$ cat config.mk
export PLATFORM = sky130hd
export DESIGN_NAME = fetch_unit
export DESIGN_NICKNAME = d
export VERILOG_FILES = /design/src/rtl/fetch_unit.sv
export SDC_FILE = /design/constraint.sdc
export NUM_CORES = 1
export LEC_CHECK = 0
export ABC_AREA = 0
export ABC_CLOCK_PERIOD_IN_PS = 2840
export CELL_PAD_IN_SITES_DETAIL_PLACEMENT = 1
export CELL_PAD_IN_SITES_GLOBAL_PLACEMENT = 1
export CORE_MARGIN = 3
export CORE_UTILIZATION = 30
export CTS_CLUSTER_DIAMETER = 60
export DETAILED_ROUTE_END_ITERATION = 8
export PLACE_DENSITY = 0.78
export SYNTH_ARGS = -nofsm -noshare
export SYNTH_HDL_FRONTEND = slang
export SYNTH_SLANG_ARGS = --single-unit
$ cat constraint.sdc
create_clock -name clk -period 2.84 [get_ports clk]
set_clock_uncertainty 0.1 [all_clocks]
set_input_delay 0.284 -clock clk [delete_from_list [all_inputs] [get_ports clk]]
set_output_delay 0.284 -clock clk [all_outputs]
set_load 0.02 [all_outputs]
$ cat src/rtl/fetch_unit.sv
// Instruction fetch stage: issues inst_read at pc, hands fetched words to IF_ID, honours stall/redirect.
// Optional one-entry hold buffer for responses arriving under stall: define FETCH_BUF_EN.
module fetch_unit #(
    parameter logic [31:0] RESET_PC = 32'h00000060,
    parameter logic [31:0] NOP_INSN = 32'h00000013
) (
    input  logic        clk,
    input  logic        reset,
    input  logic        stall_in,
    input  logic        br_take,
    input  logic [31:0] br_target,
    output logic        inst_read,
    output logic [31:0] inst_addr,
    input  logic        inst_resp,
    input  logic [31:0] inst_rdata,
    output logic        pipe_load,
    output logic [31:0] pc_out,
    output logic [31:0] ir_out,
    output logic        valid_out
);

`ifdef FETCH_BUF_EN
    typedef enum logic [1:0] {FETCH, FLUSH, HOLD} state_t;
`else
    typedef enum logic [1:0] {FETCH, FLUSH} state_t;
`endif

    state_t      state, state_next;
    logic [31:0] pc, pc_next;
    logic [31:0] redirect, redirect_next;
`ifdef FETCH_BUF_EN
    logic [31:0] hold_ir, hold_ir_next;
    logic [31:0] hold_pc, hold_pc_next;
`endif

    assign pipe_load = ~stall_in;
    assign inst_addr = pc;

    always_ff @(posedge clk) begin
        if (reset) begin
            state    <= FETCH;
            pc       <= RESET_PC;
            redirect <= '0;
`ifdef FETCH_BUF_EN
            hold_ir  <= '0;
            hold_pc  <= '0;
`endif
        end else begin
            state    <= state_next;
            pc       <= pc_next;
            redirect <= redirect_next;
`ifdef FETCH_BUF_EN
            hold_ir  <= hold_ir_next;
            hold_pc  <= hold_pc_next;
`endif
        end
    end

    always_comb begin
        state_next    = state;
        pc_next       = pc;
        redirect_next = redirect;
`ifdef FETCH_BUF_EN
        hold_ir_next  = hold_ir;
        hold_pc_next  = hold_pc;
`endif
        inst_read     = 1'b0;
        valid_out     = 1'b0;
        pc_out        = pc;
        ir_out        = NOP_INSN;

        case (state)
            FETCH: begin
                inst_read = 1'b1;
                if (inst_resp) begin
                    if (br_take) begin
                        pc_next = br_target;
                    end else if (stall_in) begin
`ifdef FETCH_BUF_EN
                        hold_ir_next = inst_rdata;
                        hold_pc_next = pc;
                        state_next   = HOLD;
`else
                        // Word dropped; pc unchanged so the same address is requested again.
                        pc_next = pc;
`endif
                    end else begin
                        valid_out = 1'b1;
                        ir_out    = inst_rdata;
                        pc_next   = pc + 32'd4;
                    end
                end else if (br_take) begin
                    // Address must stay stable until the outstanding read completes.
                    redirect_next = br_target;
                    state_next    = FLUSH;
                end
            end

            FLUSH: begin
                inst_read = 1'b1;
                if (inst_resp) begin
                    pc_next    = br_take ? br_target : redirect;
                    state_next = FETCH;
                end else if (br_take) begin
                    redirect_next = br_target;
                end
            end

`ifdef FETCH_BUF_EN
            HOLD: begin
                if (br_take) begin
                    pc_next    = br_target;
                    state_next = FETCH;
                end else if (!stall_in) begin
                    valid_out  = 1'b1;
                    ir_out     = hold_ir;
                    pc_out     = hold_pc;
                    pc_next    = hold_pc + 32'd4;
                    state_next = FETCH;
                end
            end
`endif

            default: begin
                state_next = FETCH;
            end
        endcase

        // A response coinciding with reset is ignored and no request is issued.
        if (reset) begin
            inst_read = 1'b0;
            valid_out = 1'b0;
            ir_out    = NOP_INSN;
        end
    end

endmodule

# ---- Yosys cells after proc, flatten, opt, wreduce, memory -nomap -nowiden
# Index checks and enable logic that the tools add are counted.
dict set report word_totals {
  reg_bits 66
  inputBits 69
  output_inout_bits 99
  wordCells 40
}
dict set report classes {
  add_sub_neg 1
  n_eq_ne 6
  mux 22
  bitwise_logic 2
  n_reduce_logical 6
}
# cell n
set ops {}
lappend ops {{$mux W32} 10}
lappend ops {{$pmux W32 S2} 1}
lappend ops {{$add A32 B3 Y32 const B} 1}
lappend ops {{$ne A2 B2 Y1 const B} 4}
lappend ops {{$mux W1} 7}
lappend ops {{$mux W2} 3}
lappend ops {{$pmux W2 S2} 1}
lappend ops {{$reduce_and A4 Y1} 1}
lappend ops {{$ne A3 B3 Y1 const B} 1}
lappend ops {{$reduce_and A3 Y1} 1}
lappend ops {{$eq A2 B1 Y1 const B} 1}
lappend ops {{$logic_not A2 Y1} 1}
lappend ops {{$not A1 Y1} 2}
lappend ops {{$reduce_and A2 Y1} 1}
lappend ops {{$reduce_bool A2 Y1} 1}
lappend ops {{$reduce_or A2 Y1} 1}

# ---- Logic depth before layout (Yosys ltp)
dict set report logic_depth {
  ltp_word 5
  ltp_mapped 10
  mapped_depth_nobuf 7
}

# ---- Worst setup path before layout
# Ideal clock, no wire load.
dict set report synth_timing {
  path_type {reg2out}
  start {register state[0]}
  end {output port ir_out[22]}
  t_arrival_ps 1822
  required_time_ps 2456
  path_slack_ps 634
  stages_incl_launch_ff 7
  path_buffers 2
  path_cell_list {dfxtp_1 > buf_2 > nor2_1 > nand2_1 > nor3_1 > clkbuf_1 > and2_1}
}
dict set report synth_via {
  elab_chain_cells 3
}
# element line
set synth_rtl {}
lappend synth_rtl {{start: declaration} 28} ;# state_t state, state_next;
lappend synth_rtl {{start signal: assignment} 49} ;# state <= state_next;
lappend synth_rtl {{$logic_not A2 Y1} 72} ;# case (state)
lappend synth_rtl {{$mux W32} 72}
lappend synth_rtl {{$mux W32} 130} ;# if (reset) begin
lappend synth_rtl {{end: declaration} 18} ;# output logic [31:0] ir_out,
# Every way passes these cells.

# ---- Final worst setup path
dict set report layout_timing {
  start {input port inst_resp}
  end {output port ir_out[27]}
}
dict set report layout_via {
  elab_chain_cells 3
}
# element line
set layout_rtl {}
lappend layout_rtl {{start: declaration} 14} ;# input logic inst_resp,
lappend layout_rtl {{$mux W32} 75} ;# if (inst_resp) begin
lappend layout_rtl {{$mux W32} 72}
lappend layout_rtl {{$mux W32} 130}
# Every way passes these cells.

==> impl_metrics.csv <==
group,metric,value,unit
grt,grt_start_max_net_pins,65,
synthesis,synth-edff-count,0,
clock_network,maximum_clock_path_buffer_count,2,
drt,via_count,4525,
grt,via_count_of_the_first_global_routing_pass,4672,
flow_run,cap_violations,0,
grt,gr-total-overflow,0,
grt,grt_pass1_wl,24900,µm
synthesis,asyncSetResetFlopFracSynth,0,%
clock_network,clock_insertion_delay_worst_skew,0.33,ns
clock_network,clk_pin_slew,0.06,ns
placement,io_buffer_count,167,
grt,grt_usage,21.1,%
timing,grt_setup_unrepaired,"false",
setup_path,critical_path.endpoint_type,"output pin",
drt,first_pass_iters,4,
timing,timing.max_slew.rel_slack,52.0,%
power,peakVddDrop,0.000305,V
synthesis,syn_area_per_cell,7.29,µm²
cells_and_area,areaGrowthSynthToFinish,51.6,%
power,cellPowerDensity,518,mW/mm²
timing,setup_total_negative_slack,0,ns
setup_path,critical_path.startpoint_type,"primary input",
timing,timing.final.max_slew_violations,0,
drt,avgRoutedWirePerCell,18.8,µm
floorplanning,floorplan_row_count,41,
drt,vias_per_cell,5.33,
power,final_total_pwr,3.11,mW
synthesis,postSynth.topFlopCell,"sky130_fd_sc_hd__dfxtp_1",
timing,finalCriticalPeriod,2.63,ns
floorplanning,initial_core_utilization,31.0,%
timing,timing_worst_slew_pin_value,0.720,ns
drt,antenna_left,0,
floorplanning,core_region_area,0.0128,mm²
cells_and_area,final_cell_area,0.00601,mm²
clock_network,root_buffer,"sky130_fd_sc_hd__clkbuf_16",
cells_and_area,drive_above_1_share,8.12,%
placement,routabilityCongestion,0.805,
setup_path,worst-endpoint-arrival,2.25,ns
clock_network,tritoncts,"yes",
cells_and_area,num_antenna_cells,0,
synthesis,ys.warnings.count,0,
synthesis,synth.cell_area,0.00396,mm²
timing,maximum_frequency_from_static_timing_analysis,380,MHz
clock_network,postCtsSetupRepairBufs,0,
timing,setup_viol,0,
synthesis,synth-seq-area-share,32.8,%
synthesis,postSynthRegisterBits,65,
clock_network,post_cts_hold_buffer_count,0,
placement,place.detailed.hpwl,11600,µm
cells_and_area,fin_util,47.0,%
clock_network,cts-buffers-inserted,9,
clock_network,post_cts_resize_count,0,
synthesis,synth_fp_nets,616,
timing,worst_slack_on_hold_paths,0.345,ns
clock_network,cts.sinks,65,
floorplanning,dieArea,0.0146,mm²
synthesis,yosysUniqueCellTypes,52,
drt,drt-total-wl,15900,µm
setup_path,worstSetupPathType,"primary input to output pin",
floorplanning,die_width,121,µm
hold_path,holdCritPathClass,"primary input to flop",
drt,route.detailed.drc,0,
setup_path,worstPathRequired,2.46,ns
floorplanning,die_height,121,µm
placement,post_dp_cell_area,0.00565,mm²
drt,drtIter0Drc,248,
cells_and_area,fillers,1525,
floorplanning,pin_count,168,
timing,finalHoldViolations,0,
power,leakage,2.14,nW
synthesis,postSynthCellCount,544,
cells_and_area,final_net_count,744,
status,outcome,"complete, no violations",
setup_path,timing.critical_path.fanout_max,33,
grt,grt_antenna_before_repair,0,
clock_network,htree_levels,3,
timing,final_min_period_over_clock_period,92.7,%
[where the power goes]
| group | switching [mW] | internal (mW) | total, mW |
|---|---|---|---|
| registers | 0.0886 | 0.974 | 1.06 |
| logic | 0.395 | 0.351 | 0.745 |
| clock network | 0.423 | 0.884 | 1.31 |
| total | 0.906 | 2.21 | 3.11 |
[flip-flops by register name, summed over array words and instances (netlist names)]
| signal | cells |
|---|---|
| inst_addr | 32 |
| state | 1 |
| redirect | 32 |
[Yosys cell counts (2+ instances only)]
library cell | instances | area (µm²)
sky130_fd_sc_hd__a21oi_1 | 63 | 315
sky130_fd_sc_hd__nand4_2 | 2 | 25.0
sky130_fd_sc_hd__nor2_1 | 22 | 82.6
sky130_fd_sc_hd__a221oi_1 | 2 | 17.5
sky130_fd_sc_hd__o31ai_1 | 4 | 30.0
sky130_fd_sc_hd__o41ai_1 | 2 | 17.5
sky130_fd_sc_hd__and4_1 | 3 | 26.3
sky130_fd_sc_hd__nand2b_1 | 4 | 25.0
sky130_fd_sc_hd__o21ai_0 | 39 | 195
sky130_fd_sc_hd__o211ai_1 | 10 | 75.1
sky130_fd_sc_hd__o221ai_1 | 2 | 17.5
sky130_fd_sc_hd__and2_1 | 30 | 188
sky130_fd_sc_hd__buf_1 | 3 | 11.3
sky130_fd_sc_hd__nand4_1 | 7 | 43.8
sky130_fd_sc_hd__nand2_1 | 105 | 394
sky130_fd_sc_hd__nor3_1 | 12 | 60.1
sky130_fd_sc_hd__dfxtp_1 | 65 | 1300
sky130_fd_sc_hd__a2bb2oi_1 | 3 | 26.3
sky130_fd_sc_hd__and3_1 | 7 | 43.8
sky130_fd_sc_hd__mux2i_1 | 4 | 40.0
sky130_fd_sc_hd__or4_1 | 6 | 45.0
sky130_fd_sc_hd__a41oi_1 | 2 | 17.5
sky130_fd_sc_hd__a22oi_1 | 3 | 22.5
sky130_fd_sc_hd__buf_4 | 34 | 255
sky130_fd_sc_hd__clkbuf_1 | 29 | 109
sky130_fd_sc_hd__a21o_1 | 5 | 37.5
sky130_fd_sc_hd__nand3_1 | 17 | 85.1
sky130_fd_sc_hd__inv_1 | 7 | 26.3
sky130_fd_sc_hd__buf_2 | 6 | 30.0
sky130_fd_sc_hd__nor4_1 | 4 | 25.0
sky130_fd_sc_hd__a31o_2 | 3 | 26.3
sky130_fd_sc_hd__a211oi_1 | 6 | 45.0
sky130_fd_sc_hd__a221o_1 | 3 | 30.0
sky130_fd_sc_hd__ha_1 | 3 | 37.5
sky130_fd_sc_hd__a31oi_1 | 10 | 62.6
[metal layers]
metal,GRT usage [%],wire length (µm),vias to the layer above
met1,29.0,7130,2206
met4,6.30,211,0
li1,-,-,2154
met5,0,0,-
met3,3.17,833,14
met2,34.2,7770,151
[cell families (layout without fill, tap and decap cells)]
family                   after synthesis  after routing  synth area share (%)
flip-flops                            65             65                  32.8
AO/OA/AOI/OAI                        166            166                  25.6
multiplexers                           4              4                  1.01
AND/OR/NAND/NOR                      227            227                  28.7
adder cells (fa/ha/maj)                3              3                 0.947
buffers and inverters                 79            212                  10.9
[cell usage in the layout, fill, tap and decap left out, types with 4 or more instances in the layout]
cell type                         Yosys  routed
sky130_fd_sc_hd__nor4_1               4       4
sky130_fd_sc_hd__or4_1                6       6
sky130_fd_sc_hd__o21ai_0             39      39
sky130_fd_sc_hd__and3_1               7       7
sky130_fd_sc_hd__clkdlybuf4s50_1      0     166
sky130_fd_sc_hd__inv_1                7       7
sky130_fd_sc_hd__nor2_1              22      21
sky130_fd_sc_hd__a211oi_1             6       6
sky130_fd_sc_hd__o211ai_1            10      10
sky130_fd_sc_hd__and2_1              30      30
sky130_fd_sc_hd__buf_4               34      19
sky130_fd_sc_hd__nand4_1              7       7
sky130_fd_sc_hd__nand2b_1             4       4
sky130_fd_sc_hd__o31ai_1              4       4
sky130_fd_sc_hd__a21oi_1             63      63
sky130_fd_sc_hd__nand3_1             17      17
sky130_fd_sc_hd__nor3_1              12      11
sky130_fd_sc_hd__clkbuf_16            0       9
sky130_fd_sc_hd__dfxtp_1             65      65
sky130_fd_sc_hd__nand2_1            105     105
sky130_fd_sc_hd__a31oi_1             10      10
sky130_fd_sc_hd__a21o_1               5       5
sky130_fd_sc_hd__mux2i_1              4       4
[stage by stage]
step / cells / worst slack, ns
finish: 849 / 0.207
global route: 849 / 0.114
CTS: 849 / 0.186
detailed placement: 833 / 0.233
global placement: 833 / 0.268
floorplan: 544 / 0.634
[worst paths after layout]
path	from	to	slack, ns	cells after the start
worst min-delay path	reset	inst_addr[26]	0.35	5
worst min register to register	redirect[29]	redirect[29]	0.36	2
worst max-delay path	inst_resp	ir_out[27]	0.21	6
worst max register to register	state[0]	inst_addr[6]	0.48	8
[worst max-delay path, cell delays in order]
cell and delay, ns:
sky130_fd_sc_hd__clkdlybuf4s50_1 0.57, sky130_fd_sc_hd__inv_1 0.13, sky130_fd_sc_hd__nor3_2 0.27, sky130_fd_sc_hd__buf_12 0.20, sky130_fd_sc_hd__and2_1 0.14, sky130_fd_sc_hd__clkdlybuf4s50_1 0.63
[final cells by class]
class	instances	area [µm²]	share of cell area [%]
inverters	7	26.3	0.437
repair buffers	189	1870	31.1
well taps	172	215	3.58
clock inverters	6	115	1.92
flip-flops and latches	65	1300	21.7
multi-input cells	400	2240	37.3
clock buffers	10	239	3.98
No activity file was read; power rests on OpenSTA's default activity.
